### src/rtl/vga_pkg.sv
// Shared VGA pixel types, fade constants and the per-channel fade helper.
package vga_pkg;

  typedef struct packed {
    logic [3:0] r;
    logic [3:0] g;
    logic [3:0] b;
  } rgb12_t;

  localparam int unsigned LEVEL_W = 5;
  localparam logic [LEVEL_W-1:0] LEVEL_MAX = 5'd16;
  localparam logic [11:0] KEY_COLOR_DEFAULT = 12'h000;

  typedef enum logic [0:0] {StIdle, StFading} fade_state_e;

  // (c * level) >> 4; level 16 is identity, 0 is black.
  function automatic logic [3:0] fade_chan(input logic [3:0] c, input logic [LEVEL_W-1:0] level);
    logic [8:0] prod;
    prod = {5'b0, c} * {4'b0, level};
    return prod[7:4];
  endfunction

endpackage

### src/rtl/sync_delay.sv
// Reset-to-constant shift register used to align timing signals with pixel data.
module sync_delay #(
  parameter int unsigned DEPTH = 2,
  parameter int unsigned WIDTH = 1,
  parameter logic [WIDTH-1:0] RESET_VAL = '1
) (
  input  logic             clk,
  input  logic             rst,
  input  logic [WIDTH-1:0] d,
  output logic [WIDTH-1:0] q
);

  logic [WIDTH-1:0] stage_q [DEPTH];

  // Shift one stage per clock; reset fills every stage with RESET_VAL.
  always_ff @(posedge clk or posedge rst) begin
    if (rst) begin
      for (int i = 0; i < DEPTH; i++) stage_q[i] <= RESET_VAL;
    end else begin
      stage_q[0] <= d;
      for (int i = 1; i < DEPTH; i++) stage_q[i] <= stage_q[i-1];
    end
  end

  assign q = stage_q[DEPTH-1];

endmodule

### src/rtl/pixel_compositor.sv
// Sprite/background merge with colour-key transparency, blanking and frame-stepped fade.
// Optional checkerboard test pattern when PIXEL_COMPOSITOR_TESTPAT_EN is defined.
module pixel_compositor
  import vga_pkg::*;
#(
  parameter int unsigned PIX_LAT = 2,
  parameter logic [11:0] KEY_COLOR = KEY_COLOR_DEFAULT,
  parameter int unsigned FRAMES_PER_STEP = 4
) (
  input  logic        pixel_clk_in,
  input  logic        rst_in,
  input  logic        hsync_in,
  input  logic        vsync_in,
  input  logic        blank_in,
  input  logic [11:0] bg_pixel_in,
  input  logic [11:0] sprite_pixel_in,
  input  logic        fade_start_in,
  input  logic        fade_dir_in,
`ifdef PIXEL_COMPOSITOR_TESTPAT_EN
  input  logic        test_pat_in,
`endif
  output logic        hs_out,
  output logic        vs_out,
  output logic [11:0] rgb_out,
  output logic        fade_busy_out
);

  localparam logic [7:0] STEP_LAST = 8'(FRAMES_PER_STEP - 1);

  logic [2:0]         dly_sync;
  logic               dly_hs, dly_vs, dly_blank;
  logic               frame_tick;
  fade_state_e        state_q;
  logic [LEVEL_W-1:0] level_q, target_q, level_step, fade_target;
  logic [7:0]         frame_cnt_q;
  rgb12_t             px;

  sync_delay #(
    .DEPTH    (PIX_LAT),
    .WIDTH    (3),
    .RESET_VAL(3'b111)
  ) u_sync_delay (
    .clk(pixel_clk_in),
    .rst(rst_in),
    .d  ({hsync_in, vsync_in, blank_in}),
    .q  (dly_sync)
  );

  assign dly_hs    = dly_sync[2];
  assign dly_vs    = dly_sync[1];
  assign dly_blank = dly_sync[0];

  // vs_out holds the previous delayed vsync, so this fires once per frame start.
  assign frame_tick  = vs_out & ~dly_vs;
  assign fade_target = fade_dir_in ? LEVEL_MAX : '0;

  // One level toward the target; holding when equal keeps the level inside 0..16.
  always_comb begin
    level_step = level_q;
    if (target_q > level_q)      level_step = level_q + 1'b1;
    else if (target_q < level_q) level_step = level_q - 1'b1;
  end

  // Output register stage for the aligned syncs.
  always_ff @(posedge pixel_clk_in or posedge rst_in) begin
    if (rst_in) begin
      hs_out <= 1'b1;
      vs_out <= 1'b1;
    end else begin
      hs_out <= dly_hs;
      vs_out <= dly_vs;
    end
  end

  // Fade FSM: start pulses are honoured only while idle; level steps on frame ticks.
  always_ff @(posedge pixel_clk_in or posedge rst_in) begin
    if (rst_in) begin
      state_q       <= StIdle;
      level_q       <= LEVEL_MAX;
      target_q      <= LEVEL_MAX;
      frame_cnt_q   <= '0;
      fade_busy_out <= 1'b0;
    end else begin
      case (state_q)
        StIdle: begin
          if (fade_start_in && (fade_target != level_q)) begin
            target_q      <= fade_target;
            frame_cnt_q   <= '0;
            fade_busy_out <= 1'b1;
            state_q       <= StFading;
          end
        end
        StFading: begin
          if (frame_tick) begin
            if (frame_cnt_q == STEP_LAST) begin
              frame_cnt_q <= '0;
              level_q     <= level_step;
              if (level_step == target_q) begin
                state_q       <= StIdle;
                fade_busy_out <= 1'b0;
              end
            end else begin
              frame_cnt_q <= frame_cnt_q + 8'd1;
            end
          end
        end
        default: state_q <= StIdle;
      endcase
    end
  end

`ifdef PIXEL_COMPOSITOR_TESTPAT_EN
  logic [9:0] hcount_q, vcount_q;
  logic       blank_prev_q;

  // Pixel/line counters in the delayed timing domain; lines advance at end of active video.
  always_ff @(posedge pixel_clk_in or posedge rst_in) begin
    if (rst_in) begin
      hcount_q     <= '0;
      vcount_q     <= '0;
      blank_prev_q <= 1'b1;
    end else begin
      blank_prev_q <= dly_blank;
      hcount_q     <= dly_blank ? 10'd0 : hcount_q + 10'd1;
      if (!dly_vs)                        vcount_q <= '0;
      else if (dly_blank && !blank_prev_q) vcount_q <= vcount_q + 10'd1;
    end
  end
`endif

  // Colour-key select, optionally overridden by the 8x8 checkerboard.
  always_comb begin
    px = (sprite_pixel_in == KEY_COLOR) ? bg_pixel_in : sprite_pixel_in;
`ifdef PIXEL_COMPOSITOR_TESTPAT_EN
    if (test_pat_in) px = (hcount_q[3] ^ vcount_q[3]) ? 12'h000 : 12'hFFF;
`endif
  end

  // Registered colour: black in blanking, otherwise faded by the current level.
  always_ff @(posedge pixel_clk_in or posedge rst_in) begin
    if (rst_in) begin
      rgb_out <= '0;
    end else if (dly_blank) begin
      rgb_out <= '0;
    end else begin
      rgb_out <= {fade_chan(px.r, level_q), fade_chan(px.g, level_q), fade_chan(px.b, level_q)};
    end
  end

endmodule

### config.mk
export PLATFORM = sky130hd
export DESIGN_NAME = pixel_compositor
export DESIGN_NICKNAME = d
export VERILOG_FILES = /design/src/rtl/vga_pkg.sv /design/src/rtl/sync_delay.sv /design/src/rtl/pixel_compositor.sv
export SDC_FILE = /design/constraint.sdc
export NUM_CORES = 1
export LEC_CHECK = 0
export CAP_MARGIN = 20
export CORE_MARGIN = 2
export CORE_UTILIZATION = 51
export DETAILED_ROUTE_END_ITERATION = 12
export MAX_ROUTING_LAYER = met4
export PLACE_DENSITY = 0.78
export SYNTH_ARGS = -nofsm -noshare
export SYNTH_HDL_FRONTEND = slang
export SYNTH_SLANG_ARGS = --single-unit
### constraint.sdc
create_clock -name pixel_clk_in -period 3.1 [get_ports pixel_clk_in]
set_input_delay 0.62 -clock pixel_clk_in [delete_from_list [all_inputs] [get_ports pixel_clk_in]]
set_output_delay 0.62 -clock pixel_clk_in [all_outputs]
set_load 0.01 [all_outputs]
==> metrics.yaml, run 1 <==
hold_path:
  hold_path_depth: 0
  hp-start: "u_sync_delay.stage_q[3]$_DFF_PP1_"
  hold_path_end: "u_sync_delay.q[0]$_DFF_PP1_"
  min_path_type: "reg2reg"
clock_tree:
  clock_path_buffers: 2
  cts_tree: "built"
  numClockSinks: 36
  cts_buffers: 5
  htree_num_levels: 2
  worst_skew_pair.late_latency_ns: 0.29
  root_buffer: "clkbuf_8"
  clk_pin_slew_worst_paths_ns: 0.07
  ctsHoldBuffers: 0
power_and_ir_drop:
  p_per_area_nw_per_um2: 720
  finalPower_mw: 3.57
  ir_worst_vdd_v: 0.000439
  leakage_nw: 2.38
timing:
  slew_headroom: 0.614
  slew_viol_final: 0
  finalClockSkew_ns: 0.00838
  finalHoldViolCount: 0
  max_clock_freq_mhz: 249
  worst_slack_ns: -0.917
  fin_crit_ns: 4.02
  min_period_over_period: 1.30
  tightest_slew_ns: 0.573
  rsz0062_at_grt: "yes"
  setup_violations: 12
worst_setup_path:
  path_cells: "buf_6 > or4_4 > nor4_4 > buf_4 > buf_6 > a21o_1 > and2_4 > fa_1 > inv_1 > fa_1 > inv_2 > ha_4 > a21o_1 > a21o_1 > a41oi_2 > mux2_4"
  startpoint_type: "input pin"
  crit_buf_inv: 5
  r2r_setup_slack_ns: -0.03
  crit_top_cell: "a21o_1"
  r2r-end: "rgb_out[5]$_DFF_PP0_"
  worstPathMaxFanout: 4
  regToRegStartpoint: "level_q[2]$_DFFE_PP0P_"
  cp.arrival_ns: 4.19
  crit_path_top_delay_cell: "or4_4"
  critPathKind: "in2reg"
  crit_path_end_kind: "flop"
  r2r_cells: 11
  critPathTopFamily: "adder cells"
  crit_required_ns: 3.28
  critical_path.max_stage_delay_ns: 0.55
finish:
  num_antenna_cells: 0
  fillers: 467
  syn2layout_area_growth_pct: 43.1
  layout-drive-gt1-share: 0.345
  nets: 572
  multiInputGateArea_sq_um: 2680
  finish.utilization: 0.743
  regArea_sq_um: 913
synthesis:
  syn_avg_cell_area_sq_um: 9.25
  synth_ff_type: "dfrtp_1"
  ys_seq_elements: 36
  ys_seq_area_frac: 0.263
  async_flop_share: 1.00
  yosysMostFrequentCell: "ha_1"
  synth_cell_types: 64
  synth_top_area_cell: "dfrtp_1"
  syn_area_sq_um: 3470
  synth_area_leaders: "dfrtp_1, ha_1, fa_1"
  synth_edf_count: 0
  ys_warn_count: 0
  netlist_instances: 375
  syn-num-nets: 453
  synth_common_cells: "ha_1, nor2_1, inv_1"
  synth_top_area_frac: 0.188
route:
  routed_wl_mm: 9.72
  drtIter0Drc: 202
  drc: 0
  drtAntennaViolNets: 0
  routedWlPerCell_um: 16.9
  viasPerCell: 5.78
  dr.pass1.iters: 5
  dr_total_vias: 3325
outcome:
  violations: "negative setup slack"
  status: "finished, violations left"
die:
  rows: 30
  die_h_um: 86.5
  ios: 46
  core-area_sq_um: 6680
  fp.dieW_um: 86.5
  start_util: 0.519
  die_area_sq_um: 7480
grt:
  first_global_vias: 3396
  grt_max_degree: 37
  grt_pass1_wl_mm: 15.9
  antenna_found_initial: 0
  gr-usage-all-layers: 0.275
  overflow: 0
place:
  gp_congestion: 1.00
  dp_hpwl_mm: 7.10
  port_buffers: 45
job:
  maxCapViolCount: 0
logic make-up (layout without fill, tap and decap cells):
| logic type | Yosys count | count (layout) | share of synthesized area |
|---|---|---|---|
| adder cells (fa/ha/maj) | 47 | 47 | 0.202 |
| multiplexers | 10 | 10 | 0.0325 |
| AND/OR/NAND/NOR | 153 | 153 | 0.272 |
| AO/OA/AOI/OAI | 76 | 76 | 0.158 |
| flip-flops | 36 | 36 | 0.263 |
| XOR/XNOR | 10 | 10 | 0.0253 |
| buffers and inverters | 43 | 163 | 0.0469 |
worst reg2reg max path: stages (launching register included):
cell and delay [ns]:
dfrtp_1 0.55, buf_4 0.22, nand2b_1 0.10, fa_2 0.49
fa_1 0.51, inv_1 0.04, ha_1 0.26, nand4_1 0.12
buf_4 0.18, o41ai_4 0.34, xnor2_1 0.15, nor2_1 0.05
through the flow:
| stage | cell area [sq um] | cells | setup TNS, ns | hold slack, ns | setup slack (ns) |
|---|---|---|---|---|---|
| after floorplan | 3550 | 375 | -11.25 | 0.345 | -1.09 |
| after global placement | 4580 | 556 | -17.08 | 0.346 | -1.50 |
| after detailed placement | 4580 | 556 | -17.95 | 0.347 | -1.60 |
| after CTS | 4900 | 573 | -8.82 | 0.358 | -0.849 |
| after global routing | 4960 | 575 | -10.90 | 0.363 | -1.02 |
| final | 4960 | 575 | -9.37 | 0.358 | -0.917 |
layer usage:
| metal | global-route usage | share of wire |
|---|---|---|
| met4 | 0.0540 | 0.016 |
| met1 | 0.351 | 0.43 |
| met2 | 0.471 | 0.51 |
| met3 | 0.0362 | 0.039 |
| met5 | - | 0 |
area by class of cell:
cell class,instances,share of cell area
multi-input cells,296,0.539
repair buffers,124,0.211
flip-flops and latches,36,0.184
inverters,31,0.0234
well taps,80,0.0202
clock buffers,5,0.0139
clock inverters,3,0.00857
cell usage in the layout (no fill, tap or decap), types with 5 or more instances in the layout:
cell and instances:
a21o_1 11, a21oi_1 8, and2_1 5, and3b_1 6
buf_4 74, buf_6 6, clkbuf_8 5, clkdlybuf4s50_1 33
dfrtp_1 26, dfstp_2 10, fa_1 11, ha_1 28
inv_1 24, inv_2 5, nand2_1 18, nand2b_1 6
nand3_1 8, nand4_1 7, nor2_1 29, nor2b_1 22
nor3_1 6, nor4_4 5, o21ai_0 15, xnor2_1 6
how the worst max path moves through the flow:
stage                       startpoint                    end  depth (start not counted)  slack [ns]
global placement    sprite_pixel_in[7]   rgb_out[3]$_DFF_PP0_                         17       -1.50
floorplan           sprite_pixel_in[5]   rgb_out[7]$_DFF_PP0_                         13       -1.09
detailed placement  sprite_pixel_in[7]   rgb_out[3]$_DFF_PP0_                         17       -1.60
global route        sprite_pixel_in[0]  rgb_out[10]$_DFF_PP0_                         16       -1.02
CTS                 sprite_pixel_in[0]  rgb_out[10]$_DFF_PP0_                         16       -0.85
finish              sprite_pixel_in[0]  rgb_out[10]$_DFF_PP0_                         16       -0.92
state kept, by name, summed over array words and instances, names as in the netlist:
signal / cells
rgb_out: 12
vs_out: 1
target_q: 1
frame_cnt_q: 8
level_q: 5
hs_out: 1
u_sync_delay.q: 3
u_sync_delay.stage_q: 3
state_q: 1
fade_busy_out: 1
what timing repair did:
action / CTS / global route
pin swaps: 42 / 21
setup endpoints to repair: 12 / 12
gates cloned: 0 / 0
endpoints found under the hold margin: 0 / 0
setup buffers: 10 / 3
resized for setup: 67 / 14
where the power goes:
part	internal [mW]	switching [mW]
registers	0.596	0.120
logic	1.19	1.25
clock network	0.238	0.177
total	2.02	1.55
Power figures use the tool's default switching activity.
==> inputs of run 2 (changes only) <==
--- a/config.mk
+++ b/config.mk
@@ -7,10 +7,11 @@
 export LEC_CHECK = 0
 export CAP_MARGIN = 20
 export CORE_MARGIN = 2
-export CORE_UTILIZATION = 51
+export CORE_UTILIZATION = 45
 export DETAILED_ROUTE_END_ITERATION = 12
 export MAX_ROUTING_LAYER = met4
-export PLACE_DENSITY = 0.78
+export PLACE_DENSITY = 0.7
+export RECOVER_POWER = 25
 export SYNTH_ARGS = -nofsm -noshare
 export SYNTH_HDL_FRONTEND = slang
 export SYNTH_SLANG_ARGS = --single-unit
==> run 2 against run 1 <==
Against the previous run: the flow finishes with violations (max-capacitance violations, max-slew violations, negative setup slack); routed wire length decreased by 6.4%; critical path depth decreased by 1; die area increased by 13%; largest cell class unchanged; clock power grew 3%; clock-buffer cell count stayed put.
==> metrics.yaml, run 2 (synthesis gave the netlist of run 1 again) <==
finish:
  num_antenna_cells: 0
  final_cell_mix: "buf_4, nor2_1, clkdlybuf4s50_1"
  layout-drive-gt1-share: 0.337
  top_regs: "rgb_out: 12 flops, frame_cnt_q: 8 flops, level_q: 5 flops"
  syn2layout_area_growth_pct: 41.3
  largest_register_ffs: 12
  layout_commonest_cell: "buf_4"
  nets: 564
  stdcell_count: 589
  largest_register: "rgb_out"
  design_area_sq_um: 4900
grt:
  first_global_vias: 3358
  grt_max_degree: 32
  antenna_found_initial: 0
  overflow: 0
  grt_pass1_wl_mm: 15.8
  gr-usage-all-layers: 0.238
die:
  die_area_sq_um: 8430
  fp.dieW_um: 91.8
  rows: 32
  ios: 46
  start_util: 0.456
  die_h_um: 91.8
  core-area_sq_um: 7610
clock_tree:
  worst_skew_pair.late_latency_ns: 0.30
  clk_pin_slew_worst_paths_ns: 0.08
  clock_path_buffers: 2
  numClockSinks: 36
  cts_buffers: 5
  htree_num_levels: 2
  cts_tree: "built"
  ctsHoldBuffers: 0
  root_buffer: "clkbuf_8"
route:
  dr.pass1.iters: 4
  drtIter0Drc: 145
  viasPerCell: 5.48
  routedWlPerCell_um: 15.4
  dr_total_vias: 3225
  routed_wl_mm: 9.10
  drtAntennaViolNets: 0
  drc: 0
timing:
  slew_viol_final: 32
  slew_headroom: -0.155
  max_clock_freq_mhz: 256
  setup_violations: 12
  hold_ws_ns: 0.359
  finalHoldViolCount: 0
  fin_crit_ns: 3.91
  finalClockSkew_ns: 0.00710
  worst_slack_ns: -0.808
  tightest_slew_ns: 1.73
  min_period_over_period: 1.26
  rsz0062_at_grt: "yes"
  timing.setup.tns_ns: -8.60
worst_setup_path:
  crit_top_cell: "buf_4"
  startpoint_type: "input pin"
  crit_path_top_delay_cell: "or4_4"
  crit_path_end_kind: "flop"
  worstPathMaxFanout: 6
  critPathKind: "in2reg"
  crit_required_ns: 3.28
  path_cells: "buf_6 > or4_4 > nor4_4 > buf_4 > a21oi_2 > nand2b_4 > fa_2 > fa_1 > inv_1 > ha_1 > nand4_1 > buf_4 > o41ai_4 > xnor2_1 > nor2_1"
  critical_path.max_stage_delay_ns: 0.56
  cp.arrival_ns: 4.09
hold_path:
  min_path_type: "reg2reg"
place:
  gp_congestion: 0.869
  dpl-instance-area_sq_um: 4570
  dp_hpwl_mm: 6.98
  dp.cells: 573
  port_buffers: 45
outcome:
  status: "finished, violations left"
  violations: "max-capacitance violations, max-slew violations, negative setup slack"
power_and_ir_drop:
  finalPower_mw: 3.42
  ir_worst_vdd_v: 0.000418
  p_per_area_nw_per_um2: 698
  leakage_nw: 2.32
job:
  maxCapViolCount: 1
## run 2: changes by cell type in the layout (fill, tap and decap cells not counted), sizes merged
cell	delta
buf	-9
clkdlybuf4s50	-4
dlygate4sd3	+4
clkdlybuf4s15	+1
## run 2: path summary, 6_finish.rpt
path                                        startpoint                         end  slack, ns  depth (start not counted)
hold reg to reg            u_sync_delay.q[2]$_DFF_PP1_            hs_out$_DFF_PP1_       0.36                          0
setup / recovery                    sprite_pixel_in[3]        rgb_out[5]$_DFF_PP0_      -0.81                         15
min in group asynchronous                       rst_in  frame_cnt_q[0]$_DFFE_PP0P_       0.65                          2
setup reg to reg                level_q[2]$_DFFE_PP0P_        rgb_out[5]$_DFF_PP0_      -0.04                         11
hold / removal             u_sync_delay.q[2]$_DFF_PP1_            hs_out$_DFF_PP1_       0.36                          0
max in group asynchronous                       rst_in        rgb_out[0]$_DFF_PP0_       0.58                          3
## run 2: timing repair
item	in CTS	in global routing
gates resized for setup	71	6
pin swaps	45	10
endpoints found under the hold margin	0	0
endpoints found under the setup margin	12	12
buffers inserted	6	2
## run 2: worst max-delay path, delay by kind of cell
| kind | cells | cell delay, ns |
|---|---|---|
| compound gates | 2 | 0.36 |
| xor+xnor | 1 | 0.16 |
| fa+ha+maj | 3 | 1.24 |
| buf+inv | 4 | 0.53 |
| simple gates | 5 | 1.18 |
## run 2: cell type report
type / count / area (sq um)
clock buffers: 5 / 68.8
inverters: 31 / 116
well taps: 102 / 128
clock inverters: 3 / 42.5
flip-flops and latches: 36 / 913
multi-input cells: 296 / 2650
fillers: 642 / 2710
repair buffers: 116 / 987
## run 2: metrics by stage
stage	worst slack [ns]	util
CTS	-0.779	0.639
finish	-0.808	0.644
floorplan	-1.09	-
global route	-0.909	0.644
detailed placement	-1.52	0.600
global placement	-1.49	0.600
## run 2: metal layers
layer  global-route usage  vias up  wire length (um)
li1                     -     1556                 -
met1                0.299     1581              3980
met2                0.395       70              4560
met3               0.0493       18               398
met4               0.0622        0               164
met5                    -        -                 0
## run 2: power breakdown
group          leakage (nW)  switching, mW  internal [mW]
sequential            0.444          0.140          0.596
clock                0.0541          0.191          0.238
combinational          1.82           1.17           1.09
total                  2.32           1.50           1.93
